===== config.mk =====
export PLATFORM = sky130hd
export DESIGN_NAME = miriscv_mem_arbiter
export DESIGN_NICKNAME = d
export VERILOG_FILES = /design/src/rtl/miriscv_mem_arbiter_pkg.sv /design/src/rtl/miriscv_mem_arbiter_prio.sv /design/src/rtl/miriscv_mem_arbiter.sv
export SDC_FILE = /design/constraint.sdc
export NUM_CORES = 1
export LEC_CHECK = 0
export ABC_CLOCK_PERIOD_IN_PS = 4750
export CORE_AREA = 2 2 108 110
export CTS_BUF_LIST = sky130_fd_sc_hd__clkbuf_2 sky130_fd_sc_hd__clkbuf_4 sky130_fd_sc_hd__clkbuf_8
export DETAILED_ROUTE_END_ITERATION = 10
export DIE_AREA = 0 0 110 112
export GPL_TIMING_DRIVEN = 1
export MAX_ROUTING_LAYER = met4
export SLEW_MARGIN = 10
export SYNTH_ARGS = -nofsm -noshare
export SYNTH_HDL_FRONTEND = slang
export SYNTH_SLANG_ARGS = --single-unit

===== constraint.sdc =====
create_clock -name clk_i -period 4.75 [get_ports clk_i]
set_input_delay 0.475 -clock clk_i [delete_from_list [all_inputs] [get_ports clk_i]]
set_output_delay 0.475 -clock clk_i [all_outputs]
set_load 0.01 [all_outputs]

===== src/rtl/miriscv_mem_arbiter_pkg.sv =====
// rtl/miriscv_mem_arbiter_pkg.sv - owner encoding, response record and address check for the RAM arbiter
package miriscv_mem_pkg;

   typedef enum logic [1:0] {
      OWN_NONE  = 2'd0,
      OWN_INSTR = 2'd1,
      OWN_DATA  = 2'd2
   } owner_e;

   localparam int MEM_LATENCY = 1;

   typedef struct packed {
      owner_e owner;
      logic   err;
      logic   rd;
   } resp_t;

   // Word-aligned and inside the RAM; anything else is answered with an error response.
   function automatic logic addr_in_range(input logic [31:0] addr, input int unsigned ram_size);
      return (addr[1:0] == 2'b00) && ({2'b00, addr[31:2]} < ram_size);
   endfunction

endpackage


===== src/rtl/miriscv_mem_arbiter_prio.sv =====
// rtl/miriscv_mem_arbiter_prio.sv - data-first arbiter with a fetch starvation counter
module miriscv_arb_prio #(
   parameter int unsigned MAX_STALL = 4
) (
   input  logic       clk_i,
   input  logic       rst_i,
   input  logic       instr_req_i,
   input  logic       data_req_i,
   output logic [1:0] gnt_o
);

   logic [3:0] r_stall_cnt;
   logic       w_instr_gnt;
   logic       w_data_gnt;

   always_comb begin
      w_instr_gnt = 1'b0;
      w_data_gnt  = 1'b0;
      if (!rst_i) begin
         if (instr_req_i && (!data_req_i || r_stall_cnt == 4'(MAX_STALL))) begin
            w_instr_gnt = 1'b1;
         end else if (data_req_i) begin
            w_data_gnt = 1'b1;
         end
      end
   end

   assign gnt_o = {w_data_gnt, w_instr_gnt};

   // Counts consecutive cycles a waiting fetch was passed over; saturates rather than wraps.
   always_ff @(posedge clk_i) begin
      if (rst_i) begin
         r_stall_cnt <= 4'd0;
      end else if (instr_req_i && !w_instr_gnt) begin
         if (r_stall_cnt != 4'hF) begin
            r_stall_cnt <= r_stall_cnt + 4'd1;
         end
      end else begin
         r_stall_cnt <= 4'd0;
      end
   end

endmodule


===== src/rtl/miriscv_mem_arbiter.sv =====
// rtl/miriscv_mem_arbiter.sv - shares one RAM port between fetch and load/store
// Optional grant/conflict counters under MIRISCV_MEM_ARB_STATS_EN.
module miriscv_mem_arbiter
   import miriscv_mem_pkg::*;
#(
   parameter int unsigned RAM_SIZE  = 512,
   parameter int unsigned MAX_STALL = 4
) (
   input  logic        clk_i,
   input  logic        rst_i,
   input  logic        instr_req_i,
   input  logic [31:0] instr_addr_i,
   output logic        instr_gnt_o,
   output logic        instr_rvalid_o,
   output logic [31:0] instr_rdata_o,
   output logic        instr_err_o,
   input  logic        data_req_i,
   input  logic        data_we_i,
   input  logic [3:0]  data_be_i,
   input  logic [31:0] data_addr_i,
   input  logic [31:0] data_wdata_i,
   output logic        data_gnt_o,
   output logic        data_rvalid_o,
   output logic [31:0] data_rdata_o,
   output logic        data_err_o,
   output logic        mem_req_o,
   output logic        mem_we_o,
   output logic [3:0]  mem_be_o,
   output logic [31:0] mem_addr_o,
   output logic [31:0] mem_wdata_o,
   input  logic [31:0] mem_rdata_i
`ifdef MIRISCV_MEM_ARB_STATS_EN
   ,
   output logic [31:0] stat_instr_gnt_o,
   output logic [31:0] stat_data_gnt_o,
   output logic [31:0] stat_conflict_o
`endif
);

   logic [1:0]  w_gnt;
   logic        w_instr_gnt;
   logic        w_data_gnt;
   logic        w_instr_ok;
   logic        w_data_ok;
   resp_t       w_resp_next;
   resp_t       w_resp_out;
   logic [31:0] w_rd_data;
   resp_t       r_resp [MEM_LATENCY];

   miriscv_arb_prio #(
      .MAX_STALL(MAX_STALL)
   ) u_prio (
      .clk_i      (clk_i),
      .rst_i      (rst_i),
      .instr_req_i(instr_req_i),
      .data_req_i (data_req_i),
      .gnt_o      (w_gnt)
   );

   assign w_instr_gnt = w_gnt[0];
   assign w_data_gnt  = w_gnt[1];
   assign instr_gnt_o = w_instr_gnt;
   assign data_gnt_o  = w_data_gnt;

   assign w_instr_ok = addr_in_range(instr_addr_i, RAM_SIZE);
   assign w_data_ok  = addr_in_range(data_addr_i, RAM_SIZE);

   always_comb begin
      mem_req_o   = 1'b0;
      mem_we_o    = 1'b0;
      mem_be_o    = 4'b0000;
      mem_addr_o  = 32'd0;
      mem_wdata_o = 32'd0;
      w_resp_next = '0;
      if (w_data_gnt) begin
         mem_req_o         = w_data_ok;
         mem_we_o          = data_we_i && w_data_ok;
         mem_be_o          = data_be_i;
         mem_addr_o        = {2'b00, data_addr_i[31:2]};
         mem_wdata_o       = data_wdata_i;
         w_resp_next.owner = OWN_DATA;
         w_resp_next.err   = !w_data_ok;
         w_resp_next.rd    = w_data_ok && !data_we_i;
      end else if (w_instr_gnt) begin
         mem_req_o         = w_instr_ok;
         mem_be_o          = 4'b1111;
         mem_addr_o        = {2'b00, instr_addr_i[31:2]};
         w_resp_next.owner = OWN_INSTR;
         w_resp_next.err   = !w_instr_ok;
         w_resp_next.rd    = w_instr_ok;
      end
   end

   always_ff @(posedge clk_i) begin
      if (rst_i) begin
         for (int i = 0; i < MEM_LATENCY; i++) begin
            r_resp[i] <= '0;
         end
      end else begin
         r_resp[0] <= w_resp_next;
         for (int i = 1; i < MEM_LATENCY; i++) begin
            r_resp[i] <= r_resp[i-1];
         end
      end
   end

   // Gating with rst_i drops a response that is in flight when reset arrives.
   assign w_resp_out     = r_resp[MEM_LATENCY-1];
   assign w_rd_data      = w_resp_out.rd ? mem_rdata_i : 32'd0;
   assign instr_rvalid_o = !rst_i && (w_resp_out.owner == OWN_INSTR);
   assign instr_err_o    = instr_rvalid_o && w_resp_out.err;
   assign instr_rdata_o  = instr_rvalid_o ? w_rd_data : 32'd0;
   assign data_rvalid_o  = !rst_i && (w_resp_out.owner == OWN_DATA);
   assign data_err_o     = data_rvalid_o && w_resp_out.err;
   assign data_rdata_o   = data_rvalid_o ? w_rd_data : 32'd0;

`ifdef MIRISCV_MEM_ARB_STATS_EN
   logic [31:0] r_stat_instr;
   logic [31:0] r_stat_data;
   logic [31:0] r_stat_conflict;

   always_ff @(posedge clk_i) begin
      if (rst_i) begin
         r_stat_instr    <= 32'd0;
         r_stat_data     <= 32'd0;
         r_stat_conflict <= 32'd0;
      end else begin
         if (w_instr_gnt) begin
            r_stat_instr <= r_stat_instr + 32'd1;
         end
         if (w_data_gnt) begin
            r_stat_data <= r_stat_data + 32'd1;
         end
         if (instr_req_i && data_req_i) begin
            r_stat_conflict <= r_stat_conflict + 32'd1;
         end
      end
   end

   assign stat_instr_gnt_o = r_stat_instr;
   assign stat_data_gnt_o  = r_stat_data;
   assign stat_conflict_o  = r_stat_conflict;
`endif

endmodule


==> impl_metrics.py <==
metrics = {
    "outcome": {
        "status": "finished clean",
    },
    "place": {
        "hpwlAfterDp_mm": 8.19,
        "port_buffers": 274,
        "gp_congestion": 0.861,
    },
    "clock_tree": {
        "cts.repair.resized": 0,
        "root_buffer": "clkbuf_8",
        "clk_latency_ns": 0.23,
        "tritoncts": "done",
        "postCtsHoldBufs": 0,
        "path_clk_slew_ns": 0.04,
        "cts_made_buffers": 3,
        "cts.htree.levels": 1,
        "cts_setup_buffers": 0,
        "cts.path.max_buffers": 2,
        "clock-sinks": 8,
    },
    "setup_path": {
        "regToRegSetupSlack_ns": 2.67,
        "cpPeakStageDelay_ns": 0.73,
        "slowest_stage": "inv_1",
        "crit_family": "buffers and inverters",
        "start_kind": "primary input",
        "timing.rr.start": "u_prio.r_stall_cnt[0]",
        "path_buf_inv": 3,
        "path_class": "primary input to output port",
        "r2r_cells": 7,
        "cp.arrival_ns": 2.94,
        "critPathCaptureType": "output port",
        "cp.required_ns": 4.28,
        "rr_endpoint": "r_resp[0][1]",
        "worstPathCellList": "clkdlybuf4s50_1 -> nor2b_1 -> a21bo_2 -> inv_1 -> a22o_1 -> clkdlybuf4s50_1",
        "cpMostUsedCell": "clkdlybuf4s50_1",
        "cp_max_fo": 32,
    },
    "global_route": {
        "grt_pass1_wl_mm": 13.0,
        "grt_antenna_before_repair": 0,
        "grt_max_degree": 69,
        "grt.overflow.total": 0,
        "track_usage_pct": 14.0,
        "grt_pass1_vias": 2601,
    },
    "floorplan": {
        "die_w_um": 110,
        "io_pins": 277,
        "initial_utilization_pct": 13.3,
        "dieHeight_um": 112,
        "die_area_um2": 12300,
        "num_rows": 39,
        "core_area_um2": 11200,
    },
    "min_path": {
        "hold_class": "register to register",
        "min-delay-start": "u_prio.r_stall_cnt[1]",
        "hold-path-endpoint": "u_prio.r_stall_cnt[1]",
        "whs_path_depth": 2,
    },
    "yosys": {
        "synth_edf_count": 0,
        "ys_top_cells_by_count": "nor2_1 (70), nand2_1 (44), and2_1 (32)",
        "synth.avg_cell_area_um2": 5.83,
        "synth_top_area_share_pct": 17.6,
        "synthArstFlopShare_pct": 0,
        "yosysUniqueCellTypes": 33,
        "yosys_warnings": 0,
        "synth-seq-cells": 8,
        "syn_area_um2": 1490,
        "ys_top_cells_by_area": "a22o_1 (18%), nor2_1 (18%), and2_1 (13%)",
        "synth_ff_type": "dfxtp_1",
        "yosysTopAreaCell": "a22o_1",
        "synth.most_common_cell": "nor2_1",
        "synth-seq-area-share_pct": 10.7,
        "netlist_instances": 256,
    },
    "sta": {
        "skew_ns": 0.00315,
        "worstMarginPinSlew_ns": 1.12,
        "period_minus_slack_ns": 3.41,
        "fin_tns_setup_ns": 0,
        "rsz0062_at_grt": "no",
        "max_slew_margin_pct": 25.5,
        "period_share_pct": 71.9,
        "clock.fmax_ghz": 0.293,
        "hold_viol": 0,
        "slew_violations": 0,
        "setup_violations": 0,
    },
    "cells_and_area": {
        "num-nets-final": 653,
        "layout-drive-gt1-share_pct": 1.76,
        "area_growth_pct": 190,
        "diodes": 0,
        "post-route-util_pct": 38.8,
    },
    "detailed_routing": {
        "first_pass_iters": 4,
        "num_vias": 2677,
        "antenna_left": 0,
        "wirelength_mm": 9.31,
        "routedWlPerCell_um": 14.2,
        "first_iter_violations": 94,
        "route.detailed.drc": 0,
        "via_per_inst": 4.09,
    },
    "power_and_ir_drop": {
        "pwr-share-clk_pct": 20.1,
        "swShare_pct": 26.8,
        "ir_drop_v": 0.0000642,
        "p_int_mw": 0.291,
        "power_leakage_nw": 1.53,
        "switchingPower_mw": 0.107,
        "power_frac_seq_pct": 17.7,
        "pwr-share-comb_pct": 62.2,
        "power.density_nw_per_um2": 91.9,
    },
    "flow_run": {
        "drv_cap": 0,
    },
}
==> worst min-delay path, stage by stage, from the launching register on <==
cell,delay [ns]
dfxtp_1,0.33
mux2i_1,0.13
nor2_1,0.05
==> area by class of cell <==
class / count / area (um2)
clock buffer: 3 / 41.3
tap: 143 / 179
inverter: 11 / 42.5
timing repair buffer: 274 / 2740
fill: 1186 / 6840
sequential: 8 / 160
multi-input combinational: 216 / 1170
==> cell usage in the layout, fill, tap and decap left out, drive strengths merged, types with 2 or more instances in the layout <==
cell type	synthesis	final
a22o	30	30
and2	32	32
clkbuf	11	3
clkdlybuf4s50	0	274
conb	1	2
dfxtp	8	8
ha	2	2
inv	10	10
nand2	44	44
nand3	3	3
nand4	2	2
nor2	70	70
nor2b	2	2
nor3	5	5
nor4	11	11
o21ai	2	2
==> cell families after synthesis <==
kind of cell	share of synthesized area [%]
AND/OR/NAND/NOR	53.6
AO/OA/AOI/OAI	21.1
buffers and inverters	11.3
flip-flops	10.7
adder cells (fa/ha/maj)	1.68
other	0.251
XOR/XNOR	0.587
multiplexers	0.671
==> layer usage <==
layer / wire length, um / part of all wire [%] / global-route usage [%]
met2: 5120 / 55 / 29.1
met5: 0 / 0 / -
met3: 1010 / 11 / 3.22
met1: 3080 / 33 / 12.2
met4: 100 / 1.1 / 2.62
==> through the flow <==
stage               instances  setup WS [ns]  instance area, um2  hold WS, ns  total power [mW]
floorplan                 257           2.81                1500        0.520             0.139
CTS                       655           1.28                4330        0.569             0.403
finish                    655           1.34                4330        0.561             0.398
global route              655           1.11                4330        0.604             0.421
detailed placement        652           1.28                4290        0.558             0.322
global placement          652           1.26                4290        0.544             0.322
==> worst max path at each step <==
stage / startpoint / endpoint / slack, ns / cells past startpoint
after floorplan: u_prio.r_stall_cnt[0] / mem_wdata_o[27] / 2.81 / 7
after global placement: instr_req_i / mem_addr_o[27] / 1.26 / 6
after detailed placement: instr_req_i / mem_addr_o[26] / 1.28 / 6
after CTS: instr_req_i / mem_addr_o[26] / 1.28 / 6
after global routing: rst_i / mem_addr_o[26] / 1.11 / 6
final: instr_req_i / mem_addr_o[26] / 1.34 / 6
==> registers in the layout, indices dropped and copies added (netlist names) <==
| name | count |
|---|---|
| u_prio.r_stall_cnt | 4 |
| r_resp | 4 |
==> power groups by stage <==
stage                     clock network [mW]  logic [mW]  registers, mW
after floorplan                            0      0.0679         0.0713
after global placement                     0       0.250         0.0715
final                                 0.0800       0.247         0.0705
after detailed placement                   0       0.251         0.0717
after global routing                  0.0869       0.263         0.0707
after CTS                             0.0813       0.251         0.0706
No activity file was read; power rests on OpenSTA's default activity.
